$ cat src/rtl/d_cache_ctrl.sv
// d_cache_ctrl: direct-mapped write-back/write-allocate data cache with evict/refill FSM
module d_cache_ctrl #(
    parameter int INDEX_BITS = 3
) (
    input  logic        clk,
    input  logic        rst,
    input  logic [15:0] d_addr,
    input  logic        re,
    input  logic        we,
    input  logic [15:0] wrt_data,
    output logic [15:0] rd_data,
    output logic        d_rdy,
    output logic [13:0] mem_addr,
    output logic        mem_re,
    output logic        mem_we,
    output logic [63:0] mem_wdata,
    input  logic [63:0] mem_rdata,
    input  logic        mem_rdy
);
    localparam int TAG_W = 14 - INDEX_BITS;
    localparam int LINES = 1 << INDEX_BITS;
    typedef enum logic [1:0] {IDLE, WRITEBACK, ALLOCATE} state_t;
    state_t r_state, w_next;
    logic [LINES-1:0] r_valid, r_dirty;
    logic [TAG_W-1:0] r_tag [LINES];
    logic [63:0] r_data [LINES];
    logic [13:0] r_maddr;
    logic [TAG_W-1:0] w_tag;
    logic [INDEX_BITS-1:0] w_idx, w_midx;
    logic [1:0] w_off;
    logic w_req, w_hit, w_miss;
    assign w_tag = d_addr[15:2+INDEX_BITS];
    assign w_idx = d_addr[1+INDEX_BITS:2];
    assign w_off = d_addr[1:0];
    assign w_midx = r_maddr[INDEX_BITS-1:0];
    assign w_req = re | we;
    assign w_hit = r_valid[w_idx] & (r_tag[w_idx] == w_tag);
    assign w_miss = (r_state == IDLE) & w_req & ~w_hit;
    always_comb begin
        w_next = r_state;
        case (r_state)
            IDLE:      w_next = w_miss ? ((r_valid[w_idx] & r_dirty[w_idx]) ? WRITEBACK : ALLOCATE) : IDLE;
            WRITEBACK: w_next = mem_rdy ? ALLOCATE : WRITEBACK;
            ALLOCATE:  w_next = mem_rdy ? IDLE : ALLOCATE;
            default:   w_next = IDLE;
        endcase
        mem_we = r_state == WRITEBACK;
        mem_re = r_state == ALLOCATE;
        // the victim tag is still in the array during writeback, so no copy is kept
        mem_addr = mem_we ? {r_tag[w_midx], w_midx} : r_maddr;
        mem_wdata = r_data[w_midx];
        d_rdy = ~rst & (r_state == IDLE) & (~w_req | w_hit);
        rd_data = (d_rdy & re & ~we) ? r_data[w_idx][{w_off, 4'b0} +: 16] : 16'h0000;
    end
    always_ff @(posedge clk) begin
        if (rst) begin
            r_state <= IDLE;
            r_valid <= '0;
            r_dirty <= '0;
        end else begin
            r_state <= w_next;
            if (w_miss)
                r_maddr <= d_addr[15:2];
            if ((r_state == IDLE) && we && w_hit) begin
                r_data[w_idx][{w_off, 4'b0} +: 16] <= wrt_data;
                r_dirty[w_idx] <= 1'b1;
            end
            if ((r_state == ALLOCATE) && mem_rdy) begin
                r_data[w_midx] <= mem_rdata;
                r_tag[w_midx] <= r_maddr[13:INDEX_BITS];
                r_valid[w_midx] <= 1'b1;
                r_dirty[w_midx] <= 1'b0;
            end
        end
    end
endmodule
$ cat config.mk
export PLATFORM = sky130hd
export DESIGN_NAME = d_cache_ctrl
export DESIGN_NICKNAME = d
export VERILOG_FILES = /design/src/rtl/d_cache_ctrl.sv
export SDC_FILE = /design/constraint.sdc
export NUM_CORES = 1
export LEC_CHECK = 0
export CELL_PAD_IN_SITES_DETAIL_PLACEMENT = 1
export CELL_PAD_IN_SITES_GLOBAL_PLACEMENT = 2
export CORE_MARGIN = 5
export CORE_UTILIZATION = 30
export DETAILED_ROUTE_END_ITERATION = 10
export GPL_TIMING_DRIVEN = 0
export MAX_ROUTING_LAYER = met4
export PLACE_DENSITY = 0.67
export SLEW_MARGIN = 10
export SYNTH_ARGS = -nofsm -noshare
export SYNTH_HDL_FRONTEND = slang
export SYNTH_SLANG_ARGS = --single-unit
export TNS_END_PERCENT = 1
$ cat constraint.sdc
create_clock -name clk -period 4.9 [get_ports clk]
set_input_delay 0.98 -clock clk [delete_from_list [all_inputs] [get_ports clk]]
set_output_delay 0.98 -clock clk [all_outputs]
set_load 0.01 [all_outputs]
==> qor.yml, run 1 <==
run_status:
  status: "finished with violations"
  violations: "setup timing"
global_route:
  grt_max_degree: 17
  grt_pass1_wl_um: 194000
  antenna_found_initial: 5
  grt_use_total_pct: 26.9
  overflow: 0
  grt_pass1_vias: 22585
synth:
  synthXorXnorAreaFrac_pct: 0.317
  netlist_area_mm2: 0.0304
  postSynthAreaPerCell_um2: 15.4
  yosys.area_share.simple_pct: 6.18
  synth_edf_count: 614
  synth_compound_area_share_pct: 7.02
  synth_top_family_by_area: "multiplexers"
  synth_top_cell_area_share_pct: 60.7
  ys.flop_type: "edfxtp_1"
  synth-seq-cells: 635
  syn_inst: 1968
  synthAdderAreaFrac_pct: 0.206
  ys_seq_area_share_pct: 62.1
  synth_fp_nets: 2074
  synth_cell_types: 61
  ys_warn_count: 0
  synthMuxAreaShare_pct: 21.8
  synthTopCellsByArea: "edfxtp_1, mux4_2, mux2_2"
  synthArstFlopShare_pct: 0
  yosysTopAreaCell: "edfxtp_1"
timing:
  final-setup-viol-count: 10
  clock_skew_ns: 0.0334
  finalMaxSlewViolations: 0
  hold_viol_final: 0
  post-route-period-util_pct: 101
  tightestPinTransition_ns: 1.30
  max-slew-margin-rel_pct: 13.6
  finalCriticalPeriod_ns: 4.96
  fin_ws_ns: -0.0557
  grt_setup_unrepaired: "true"
  fmax_ghz: 0.202
  setup_tns_ns: -0.273
cts:
  cts_made_buffers: 69
  cts_root_buf: "clkbuf_16"
  clock_latency_ns: 0.64
  clockBufferDepth: 3
  cts_tree: "yes"
  cts.sinks: 635
  h-tree-depth: 3
  clk_pin_slew_ns: 0.06
  hold_buffers: 0
detailed_routing:
  vias_per_cell: 6.02
  dr.max_layer_used: "met4"
  drt_iter0_markers: 2751
  ant_nets: 0
  num_vias: 22247
  wl_met2_um: 68300
  wl_met1_um: 55100
  wl_per_cell_um: 39.1
  drcViolationCount: 0
  wirelength_um: 144000
  routed-wl-met3_um: 13300
  drtPass1Iterations: 5
place:
  post-dp-hpwl_um: 100000
  routabilityCongestion: 0.948
  dp_slack_ns: -3.49
  placed_area_mm2: 0.0347
  io_buffers: 196
worst_setup_path:
  worstPathArrival_ns: 3.98
  worst_setup_path_end_kind: "output pin"
  crit_fanout: 10
  reg2reg_depth: 7
  cp.required_ns: 3.92
  path_class: "in -> out"
  start_kind: "input port"
  reg2reg_slack_ns: 0.74
pwr:
  power.share.combinational_pct: 13.7
  leakagePower_nw: 11.8
  p_clk_share_pct: 40.5
  p_seq_share_pct: 45.8
  switching_power_mw: 3.46
  switching_share_pct: 26.2
  power.density_mw_per_mm2: 345
  p_int_mw: 9.77
  ir_drop_v: 0.000235
  total_power_mw: 13.2
floorplanning:
  die_w_um: 328
  pin_count: 198
  dieArea_mm2: 0.108
  num_rows: 116
  design.core.area_mm2: 0.100
  die_h_um: 328
  start_util_pct: 30.3
run:
  maxCapViolCount: 0
finish:
  nFillCells: 10115
  stdcell_area_mm2: 0.0384
  drive_gt1_share_pct: 30.7
  syn2layout_area_growth_pct: 26.5
  nets: 2388
min_path:
  hold_class: "reg -> reg"
  whs_path_depth: 1
registers in the layout, indices dropped and copies added, names as in the netlist, named ones only:
register / flops
r_data: 512
r_dirty: 8
r_maddr: 14
r_state: 2
r_tag: 88
r_valid: 8
critical path, cell delays in order:
cell and delay (ns):
clkdlybuf4s50_1 0.70, buf_4 0.36, buf_6 0.30, clkbuf_4 0.36, o21ai_0 0.32, o32ai_2 0.26, nor2_2 0.15, a211oi_4 0.32
buf_2 0.18
cell type report:
class	instances	area, um^2	share of cell area (%)
Antenna cell	3	7.51	0.0196
Buffer	145	1230	3.19
Clock buffer	83	1840	4.80
Clock inverter	44	415	1.08
Inverter	9	42.5	0.111
Multi-Input combinational cell	1172	11700	30.4
Sequential cell	635	18900	49.1
Tap cell	1357	1700	4.42
Timing Repair Buffer	250	2620	6.82
synth_stat cells (4+ instances only):
| master | n |
|---|---|
| buf_2 | 29 |
| a21o_1 | 6 |
| a211oi_2 | 5 |
| ha_1 | 5 |
| inv_1 | 7 |
| o221ai_1 | 28 |
| buf_1 | 26 |
| nor2_1 | 113 |
| nand2_1 | 180 |
| mux4_2 | 188 |
| a31oi_1 | 7 |
| a311oi_1 | 6 |
| mux2_1 | 4 |
| a22oi_1 | 5 |
| nor2b_1 | 4 |
| buf_4 | 10 |
| nand3_1 | 72 |
| mux2i_1 | 82 |
| edfxtp_1 | 614 |
| a221oi_1 | 19 |
| a2111oi_0 | 5 |
| xnor2_1 | 6 |
| dfxtp_1 | 21 |
| a21oi_1 | 78 |
| nor3_1 | 26 |
| clkbuf_1 | 82 |
| mux2_2 | 132 |
| nand2b_1 | 8 |
| buf_6 | 5 |
| xor2_1 | 5 |
| a211oi_1 | 25 |
| o22ai_1 | 71 |
| o211ai_1 | 6 |
| o21ai_0 | 44 |
cell usage in the layout, fill, tap and decap left out, drive strengths merged, types with 71 or more instances in the layout:
master	n
edfxtp	614
o22ai	71
mux2i	82
a21oi	78
nor2	115
clkdlybuf4s50	176
clkbuf	159
mux4	189
nand3	72
nand2	181
mux2	136
buf	134
routing by layer:
layer,GRT usage (%),up-vias
li1,-,8607
met1,33.2,11858
met2,43.0,1450
met3,5.43,332
met4,12.0,0
met5,-,-
timing repair:
item / 4_1_cts / 5_1_grt
resized for setup: 383 / 31
endpoints found under the setup margin: 1128 / 27
buffers inserted: 23 / 0
pin swaps: 29 / 13
cloned: 2 / 0
worst paths after layout:
check                  start       endpoint
setup / recovery   d_addr[0]     rd_data[4]
hold / removal    r_valid[7]     r_valid[7]
setup reg to reg  r_state[1]  r_data[5][60]
hold reg to reg   r_valid[7]     r_valid[7]
kinds of logic after synthesis:
logic type	Yosys count
and+or+nand+nor	428
DFF	635
xor gates and xnor gates	11
AOI/OAI and AO/OA	321
adders and majority gates	5
buffers and inverters	161
muxes	407
power groups by stage:
stage / logic, mW / clock network, mW / registers [mW]
floorplan: 0.796 / 0 / 6.15
global placement: 1.62 / 0 / 6.17
detailed placement: 1.65 / 0 / 6.17
CTS: 1.79 / 5.38 / 6.06
global route: 1.85 / 5.60 / 6.06
finish: 1.81 / 5.36 / 6.06
metrics by stage:
stage / util [%] / hold slack [ns] / std cells
global route: 38.3 / 0.483 / 3697
global placement: 33.9 / 0.430 / 3521
detailed placement: 34.6 / 0.445 / 3550
CTS: 38.2 / 0.459 / 3695
floorplan: - / 0.421 / 1968
finish: 38.3 / 0.458 / 3698
(Power assumes the default switching activity.)
==> run 2: changes to the inputs <==
- SKIP_CTS_REPAIR_TIMING: default -> 1
==> run 2 against run 1 <==
- the run still ends with setup timing left
- core utilization is essentially flat
- routed wire length grew 0.13%
- register-to-register slack hardly changed
- clock skew down 0.0027 ns
- critical path depth fell by 3
- global-route usage is 0.23 points lower
- die area unchanged
- worst hold slack improved by 0.0023 ns
- sequential power about the same
- power about the same
- largest cell class unchanged
- largest power group unchanged
==> qor.yml, run 2 (synthesis gave the netlist of run 1 again) <==
finish:
  layout.cells.non_filler: 3714
  largest_reg_flops: 512
  nets: 2407
  regMostFlops: "r_data"
  antenna_cells: 0
  nFillCells: 10122
  layout_commonest_cell: "edfxtp_1"
  final_cell_mix: "edfxtp_1, mux4_2, clkdlybuf4s50_1, nand2_1, mux2_2"
  post-route-util_pct: 38.3
  stdcell_area_mm2: 0.0384
  syn2layout_area_growth_pct: 26.5
  drive_gt1_share_pct: 30.8
  biggestRegsByFlops: "r_data (512), r_tag (88), r_maddr (14)"
floorplanning:
  pin_count: 198
  num_rows: 116
  start_util_pct: 30.3
  dieArea_mm2: 0.108
  die_h_um: 328
  die_w_um: 328
  design.core.area_mm2: 0.100
worst_setup_path:
  crit_fanout: 10
  cp.required_ns: 3.92
  cp_common_cell: "clkbuf_1"
  slowest_stage: "buf_1"
  worst_setup_path_end_kind: "output pin"
  path_class: "reg -> out"
  crit_chain: "clkbuf_1, buf_1, clkbuf_1, mux4_2, mux2_2, clkdlybuf4s50_1"
  start_kind: "register"
  path_buf_inv: 4
  worstPathArrival_ns: 4.25
  slowest_delay_ns: 0.87
  crit_family: "buffers and inverters"
timing:
  fmax_ghz: 0.191
  clock_skew_ns: 0.0307
  setup_tns_ns: -14.48
  finalCriticalPeriod_ns: 5.23
  tightestPinTransition_ns: 1.28
  holdWs_ns: 0.461
  hold_viol_final: 0
  fin_ws_ns: -0.329
  finalMaxSlewViolations: 0
  grt_setup_unrepaired: "true"
  final-setup-viol-count: 78
  max-slew-margin-rel_pct: 14.9
  post-route-period-util_pct: 107
global_route:
  grt_use_total_pct: 26.6
  grt_pass1_wl_um: 192000
  grt_pass1_vias: 22547
  overflow: 0
  grt_max_degree: 17
  antenna_found_initial: 3
run_status:
  status: "finished with violations"
  violations: "setup timing"
pwr:
  switching_power_mw: 3.46
  leakagePower_nw: 11.9
  power.density_mw_per_mm2: 344
  switching_share_pct: 26.1
  power.share.combinational_pct: 13.7
  ir_drop_v: 0.000236
  total_power_mw: 13.2
  p_int_mw: 9.77
  p_seq_share_pct: 45.8
  p_clk_share_pct: 40.5
cts:
  cts_tree: "yes"
  cts_root_buf: "clkbuf_16"
  clock_latency_ns: 0.64
  h-tree-depth: 3
  clockBufferDepth: 3
  cts.sinks: 635
  clk_pin_slew_ns: 0.06
  cts_made_buffers: 69
place:
  dp.cells: 3550
  io_buffers: 196
  routabilityCongestion: 0.948
  placed_area_mm2: 0.0347
  dp_slack_ns: -3.49
  post-dp-hpwl_um: 100000
min_path:
  hold_class: "reg -> reg"
run:
  maxCapViolCount: 0
detailed_routing:
  wirelength_um: 145000
  wl_per_cell_um: 38.9
  vias_per_cell: 6.00
  num_vias: 22285
  drcViolationCount: 0
  drtPass1Iterations: 6
  drt_iter0_markers: 3086
  ant_nets: 0
==> run 2: cell count changes in the layout (fill, tap and decap cells not counted), sizes merged <==
| cell | before | now |
|---|---|---|
| diode | 3 | 0 |
| clkdlybuf4s15 | 8 | 0 |
| clkinv | 31 | 30 |
| dlymetal6s2s | 1 | 5 |
| buf | 134 | 149 |
| clkbuf | 159 | 167 |
| clkinvlp | 4 | 5 |
==> run 2: worst register-to-register path: stages (launching register included) <==
cell and delay [ns]:
dfxtp_1 0.44, nor2b_1 0.38, nand2_1 0.20, nor3_1 0.56, and3_1 0.88, a31oi_1 0.42
nor2_2 0.73, buf_8 0.24
==> run 2: area by class of cell <==
| type | count | area, um^2 | area share [%] |
|---|---|---|---|
| Tap cell | 1357 | 1700 | 4.42 |
| Clock buffer | 83 | 1840 | 4.80 |
| Multi-Input combinational cell | 1172 | 11600 | 30.2 |
| Inverter | 9 | 41.3 | 0.108 |
| Buffer | 147 | 1110 | 2.89 |
| Sequential cell | 635 | 18900 | 49.1 |
| Clock inverter | 44 | 415 | 1.08 |
| Timing Repair Buffer | 267 | 2820 | 7.34 |
==> run 2: power groups by stage <==
stage               Combinational (mW)  Clock (mW)  Sequential [mW]
global route                      1.84        5.61             6.06
detailed placement                1.65           0             6.17
CTS                               1.66        5.38             6.06
global placement                  1.62           0             6.17
floorplan                        0.796           0             6.15
finish                            1.81        5.36             6.06
==> run 2: final timing paths <==
| path | cells after the start | startpoint | endpoint | slack [ns] |
|---|---|---|---|---|
| max | 6 | register | mem_wdata[3] | -0.33 |
| min | 1 | r_valid[0] | r_valid[0] | 0.46 |
| max reg2reg | 7 | r_state[1] | r_data[5][61] | 0.73 |
| min reg2reg | 1 | r_valid[0] | r_valid[0] | 0.46 |
==> run 2: metal layers <==
metal / global-route usage [%] / up-vias / part of all wire [%]
met5: - / - / 0
met4: 11.9 / 0 / 5.2
met3: 5.79 / 320 / 9.2
met2: 42.6 / 1456 / 47
met1: 32.6 / 11843 / 38
li1: - / 8666 / -
